$ cat src/rtl/i2c_master.sv
`default_nettype none
// i2c_master: single-byte I2C controller (START, addr+R/W, ACK, one data byte, STOP). Rev 1.0
// Define CLOCK_STRETCH_EN to honour responder SCL stretching during the SCL-high quarters.
module i2c_master #(
  parameter int CLK_DIV = 125
) (
  input  logic       clk,
  input  logic       rst,
  input  logic       start,
  input  logic       rw,
  input  logic [6:0] addr,
  input  logic [7:0] wdata,
  output logic [7:0] rdata,
  output logic       busy,
  output logic       done,
  output logic       ack_err,
  input  logic       scl_in,
  input  logic       sda_in,
  output logic       scl_oe,
  output logic       sda_oe
);

  localparam int DIV_W = $clog2(CLK_DIV);
  localparam logic [DIV_W-1:0] c_DIV_MAX = DIV_W'(CLK_DIV - 1);

  typedef enum logic [3:0] {
    S_IDLE      = 4'd0,
    S_START     = 4'd1,
    S_ADDR      = 4'd2,
    S_ADDR_ACK  = 4'd3,
    S_WRITE     = 4'd4,
    S_WRITE_ACK = 4'd5,
    S_READ      = 4'd6,
    S_READ_ACK  = 4'd7,
    S_STOP      = 4'd8
  } state_t;

  state_t           r_state;
  state_t           w_state_nxt;
  logic [DIV_W-1:0] r_div;
  logic [1:0]       r_q;
  logic [3:0]       r_bitcnt;
  logic [7:0]       r_shift;
  logic [7:0]       r_wdata;
  logic [7:0]       r_rdata;
  logic             r_rw;
  logic             r_nack;
  logic             r_done;
  logic             r_ack_err;

  logic             w_stall;
  logic             w_tick;
  logic             w_q2_tick;
  logic             w_q3_tick;
  logic             w_byte_end;
  logic             w_data_scl;
  logic             w_scl_oe;
  logic             w_sda_oe;

`ifdef CLOCK_STRETCH_EN
  // A responder holding SCL low while we have released it freezes all timing.
  assign w_stall = (r_state != S_IDLE) && ((r_q == 2'd1) || (r_q == 2'd2)) &&
                   !w_scl_oe && !scl_in;
`else
  logic w_unused_scl;
  assign w_unused_scl = scl_in;
  assign w_stall      = 1'b0;
`endif

  assign w_tick     = (r_state != S_IDLE) && !w_stall && (r_div == c_DIV_MAX);
  assign w_q2_tick  = w_tick && (r_q == 2'd2);
  assign w_q3_tick  = w_tick && (r_q == 2'd3);
  assign w_byte_end = w_q3_tick && (r_bitcnt == 4'd7);
  assign w_data_scl = (r_q == 2'd0) || (r_q == 2'd3);

  always_ff @(posedge clk) begin
    if (rst) begin
      r_state <= S_IDLE;
    end else begin
      r_state <= w_state_nxt;
    end
  end

  always_comb begin
    w_state_nxt = r_state;
    case (r_state)
      S_IDLE:      if (start) w_state_nxt = S_START;
      S_START:     if (w_q3_tick) w_state_nxt = S_ADDR;
      S_ADDR:      if (w_byte_end) w_state_nxt = S_ADDR_ACK;
      S_ADDR_ACK: begin
        if (w_q3_tick) begin
          if (r_nack) w_state_nxt = S_STOP;
          else if (r_rw) w_state_nxt = S_READ;
          else w_state_nxt = S_WRITE;
        end
      end
      S_WRITE:     if (w_byte_end) w_state_nxt = S_WRITE_ACK;
      S_WRITE_ACK: if (w_q3_tick) w_state_nxt = S_STOP;
      S_READ:      if (w_byte_end) w_state_nxt = S_READ_ACK;
      S_READ_ACK:  if (w_q3_tick) w_state_nxt = S_STOP;
      S_STOP:      if (w_q3_tick) w_state_nxt = S_IDLE;
      default:     w_state_nxt = S_IDLE;
    endcase
  end

  always_comb begin
    w_scl_oe = 1'b0;
    w_sda_oe = 1'b0;
    case (r_state)
      S_START: begin
        w_sda_oe = 1'b1;
        w_scl_oe = r_q[1];
      end
      S_ADDR, S_WRITE: begin
        w_scl_oe = w_data_scl;
        w_sda_oe = ~r_shift[7];
      end
      S_ADDR_ACK, S_WRITE_ACK, S_READ, S_READ_ACK: begin
        w_scl_oe = w_data_scl;
      end
      S_STOP: begin
        // SDA low first, SCL released in q1, SDA released in q3 -> STOP edge.
        w_scl_oe = (r_q == 2'd0);
        w_sda_oe = (r_q != 2'd3);
      end
      default: begin
        w_scl_oe = 1'b0;
        w_sda_oe = 1'b0;
      end
    endcase
  end

  always_ff @(posedge clk) begin
    if (rst) begin
      r_div     <= '0;
      r_q       <= 2'd0;
      r_bitcnt  <= 4'd0;
      r_shift   <= 8'h00;
      r_wdata   <= 8'h00;
      r_rdata   <= 8'h00;
      r_rw      <= 1'b0;
      r_nack    <= 1'b0;
      r_done    <= 1'b0;
      r_ack_err <= 1'b0;
    end else begin
      r_done <= 1'b0;
      if (r_state == S_IDLE) begin
        r_div <= '0;
        r_q   <= 2'd0;
        if (start) begin
          r_shift   <= {addr, rw};
          r_wdata   <= wdata;
          r_rw      <= rw;
          r_nack    <= 1'b0;
          r_ack_err <= 1'b0;
          r_bitcnt  <= 4'd0;
        end
      end else begin
        if (!w_stall) begin
          r_div <= w_tick ? '0 : r_div + 1'b1;
        end
        if (w_tick) begin
          r_q <= r_q + 2'd1;
        end
        // Any state change restarts the bit count for the next byte.
        if (w_q3_tick) begin
          r_bitcnt <= (w_state_nxt != r_state) ? 4'd0 : r_bitcnt + 4'd1;
        end
        case (r_state)
          S_ADDR, S_WRITE: begin
            if (w_q3_tick) r_shift <= {r_shift[6:0], 1'b0};
          end
          S_ADDR_ACK, S_WRITE_ACK: begin
            if (w_q2_tick && sda_in) r_nack <= 1'b1;
            if (w_q3_tick && (w_state_nxt == S_WRITE)) r_shift <= r_wdata;
          end
          S_READ: begin
            if (w_q2_tick) r_shift <= {r_shift[6:0], sda_in};
          end
          S_READ_ACK: begin
            if (w_q3_tick) r_rdata <= r_shift;
          end
          S_STOP: begin
            if (w_q3_tick) begin
              r_done    <= 1'b1;
              r_ack_err <= r_nack;
            end
          end
          default: begin
          end
        endcase
      end
    end
  end

  assign scl_oe  = w_scl_oe;
  assign sda_oe  = w_sda_oe;
  assign busy    = (r_state != S_IDLE);
  assign done    = r_done;
  assign ack_err = r_ack_err;
  assign rdata   = r_rdata;

endmodule
`default_nettype wire
$ cat config.mk
export PLATFORM = sky130hd
export DESIGN_NAME = i2c_master
export DESIGN_NICKNAME = d
export VERILOG_FILES = /design/src/rtl/i2c_master.sv
export SDC_FILE = /design/constraint.sdc
export NUM_CORES = 1
export LEC_CHECK = 0
export ABC_AREA = 1
export CAP_MARGIN = 20
export CORE_MARGIN = 3
export CORE_UTILIZATION = 49
export CTS_CLUSTER_SIZE = 8
export DETAILED_ROUTE_END_ITERATION = 16
export PLACE_DENSITY = 0.83
export SYNTH_ARGS = -nofsm -noshare
export SYNTH_HDL_FRONTEND = slang
export SYNTH_SLANG_ARGS = --single-unit
$ cat constraint.sdc
create_clock -name clk -period 1.9 [get_ports clk]
set_clock_uncertainty 0.2 [all_clocks]
set_input_delay 0.19 -clock clk [delete_from_list [all_inputs] [get_ports clk]]
set_output_delay 0.19 -clock clk [all_outputs]
set_load 0.03 [all_outputs]
==> results.sh <==
export IMPL_outcome="finished with violations"
export IMPL_violations="setup timing"
export IMPL_power_uw=2154
export IMPL_cp_required_ns=1.51
export IMPL_maxCapViolations=0
export IMPL_io_pins=34
export IMPL_finalHoldViolations=0
export IMPL_relSlewSlack=0.6166
export IMPL_p_leak_uw=0.001431
export IMPL_postRouteAntennaNets=0
export IMPL_fp_coreArea_mm2=0.004474
export IMPL_async_flop_share=0
export IMPL_rows=24
export IMPL_critPathBufInv=3
export IMPL_root_buffer="clkbuf_8"
export IMPL_antenna_found_initial=0
export IMPL_whs_ns=0.2519
export IMPL_worst_slack_ns=-0.1650
export IMPL_synth_area_leaders="dfxtp_1, nand2_1, a21oi_1, nor2_1, inv_1"
export IMPL_grt_pass1_wl_um=9397
export IMPL_die_y_um=75.10
export IMPL_cts_tree="yes"
export IMPL_die_x_um=75.10
export IMPL_grt_start_max_net_pins=24
export IMPL_clk_latency_ns=0.30
export IMPL_startpoint_type="flip-flop"
export IMPL_cts_buffers=5
export IMPL_first_pass_iters=4
export IMPL_synth_avg_cell_area_um2=6.922
export IMPL_yosys_area_top_type="dfxtp_1"
export IMPL_fin_crit_ns=2.065
export IMPL_hold_class="reg -> reg"
export IMPL_vdd_drop_max_uv=444.5
export IMPL_cts_sinks=45
export IMPL_ys_ff_latch=45
export IMPL_synthFlopType="dfxtp_1"
export IMPL_synth_distinct_cells=31
export IMPL_critPathKind="reg -> out"
export IMPL_synth_top_cell_area_share=0.3850
export IMPL_cp_cell_sequence="buf_4 > buf_4 > nand2_1 > nor2_1 > nor2_2 > nor2_1 > nor2_1 > o21ai_0 > buf_4"
export IMPL_grt_usage=0.2164
export IMPL_cp_arrival_ns=1.68
export IMPL_floorplan_initialDensity=0.5229
export IMPL_synth_warnings=0
export IMPL_drv_slew=0
export IMPL_cts_hold_buf=0
export IMPL_drive_gt1_frac=0.2969
export IMPL_dpl_hpwl_um=4309
export IMPL_worstPathMaxFanout=4
export IMPL_grt_ovfl_total=0
export IMPL_timing_final_crit_share=1.087
export IMPL_area_delta_synth_final_pct=44.22
export IMPL_fmax_mhz=484.3
export IMPL_vias_per_cell=5.298
export IMPL_ctsHtreeMaxLevel=2
export IMPL_path_delay_family="buffers and inverters"
export IMPL_nNetsFinal=447
export IMPL_worstSetupEndpointType="output port"
export IMPL_synthCells=338
export IMPL_synth_cell_area_mm2=0.002340
export IMPL_synth_edff_count=0
export IMPL_max_slew_worst_pin_slew_ns=0.5745
export IMPL_fp_dieArea_mm2=0.005640
export IMPL_antenna_cells=0
export IMPL_synth_net_count=365
export IMPL_cts_buffer_depth=2
export IMPL_yosysMostFrequentCell="nand2_1"
export IMPL_place_gp_congestion=0.9411
export IMPL_wirelength_um=6145
export IMPL_nFillCells=317
export IMPL_synthTopCellsByCount="nand2_1, dfxtp_1, nor2_1"
export IMPL_max_stage_delay_ns=0.39
export IMPL_ys_seq_area_frac=0.3850
export IMPL_grt_pass1_vias=2185
export IMPL_drc=0
export IMPL_vias=2506
export IMPL_powerDensity_mw_per_mm2=638.3
export IMPL_port_buffer_count=32
export IMPL_rsz0062_at_grt="true"
export IMPL_path_clk_slew_ns=0.09
export IMPL_slowest_stage="dfxtp_2"
export IMPL_wl_per_cell_um=12.99
export IMPL_drt_iter0_markers=143
export IMPL_setup_violations=14
-- where the power goes --
part           leakage, µW  total [µW]  switching [µW]  internal, µW
clock            0.0000481         590             329           261
sequential        0.000372        1050            47.0           999
combinational      0.00101         518             286           232
-- through the flow --
step / cells / utilization / area [µm²] / TNS (ns) / setup WS, ns
6_report: 473 / 0.7542 / 3374 / -1.453 / -0.1650
2_1_floorplan: 338 / - / 2391 / -0.1020 / -0.02742
3_3_place_gp: 458 / 0.6848 / 3064 / -1.181 / -0.1440
4_1_cts: 467 / 0.7187 / 3216 / -1.067 / -0.1292
3_5_place_dp: 458 / 0.6848 / 3064 / -1.585 / -0.1820
5_1_grt: 473 / 0.7542 / 3374 / -3.606 / -0.3422
-- cells in the final DEF (no fill, tap or decap), types with 2 or more instances in the layout --
master	n
nand2_1	61
buf_4	53
dfxtp_1	36
inv_1	33
nor2_1	32
a21oi_1	31
clkdlybuf4s50_1	29
o21ai_0	24
nand3_1	21
inv_2	12
nand4_1	9
nor2_4	8
nand2_2	7
a21oi_2	6
mux2i_1	6
dfxtp_2	6
clkbuf_8	5
nor2_2	4
nand2_4	3
nand3_2	3
o21ai_1	3
ha_1	3
dfxtp_4	3
xor2_1	2
xnor2_1	2
ha_4	2
clkinv_4	2
buf_6	2
-- metal layers --
| metal | up-vias | share of wire | GRT usage |
|---|---|---|---|
| li1 | 1267 | - | - |
| met1 | 1148 | 0.43 | 0.2938 |
| met2 | 71 | 0.48 | 0.3395 |
| met3 | 20 | 0.064 | 0.04539 |
| met4 | 0 | 0.030 | 0.07708 |
| met5 | - | 0 | 0 |
-- registers in the layout, indices dropped and copies added, names as in the netlist --
signal	cells
r_q	2
done	1
r_shift	8
ack_err	1
r_wdata	8
r_state	4
r_div	7
r_nack	1
r_rw	1
rdata	8
r_bitcnt	4
-- worst paths after layout --
check                   startpoint                      end  slack (ns)  cells past startpoint
max          r_state[1]$_SDFF_PP0_                   sda_oe       -0.17                      9
min          rdata[6]$_SDFFE_PP0P_    rdata[6]$_SDFFE_PP0P_        0.25                      2
max reg2reg    r_div[0]$_SDFF_PP0_  r_shift[2]$_SDFFE_PP0P_       -0.14                     15
min reg2reg  rdata[6]$_SDFFE_PP0P_    rdata[6]$_SDFFE_PP0P_        0.25                      2
-- cell families (layout without fill, tap and decap cells) --
group	Yosys count	in the layout	share of synthesized area
AND/OR/NAND/NOR	153	154	0.2952
AO/OA/AOI/OAI	68	68	0.1519
buffers and inverters	56	138	0.09519
flip-flops	45	45	0.3850
adder cells (fa/ha/maj)	6	6	0.03208
multiplexers	6	6	0.02567
XOR/XNOR	4	4	0.01498
-- worst register-to-register path, stage by stage (launching register included) --
cell and delay, ns:
dfxtp_2 0.33, inv_2 0.06, ha_4 0.13, nand3_2 0.07, nor2_4 0.12, buf_4 0.13, nand4_1 0.13, nand3_1 0.16
nand2_2 0.07, inv_2 0.07, nor2_2 0.04, nand2_2 0.12, nand2_4 0.09, nand3_1 0.10, nand2_1 0.07, nor2_1 0.11
-- area by class of cell --
cell class,count,area [µm²],area share
multi-input cells,238,1414,0.4190
flip-flops and latches,45,919.6,0.2725
repair buffers,85,715.7,0.2121
inverters,45,168.9,0.05006
clock buffers,5,68.82,0.02039
well taps,52,65.06,0.01928
clock inverters,3,22.52,0.006674
-- what timing repair did --
action / in CTS / in global routing
setup endpoints to repair: 17 / 25
pin swaps: 3 / 7
endpoints found under the hold margin: 0 / 0
cloned: 1 / 0
resized for setup: 16 / 31
buffers inserted: 0 / 6
Note: power is estimated with default switching activity, not from simulation.
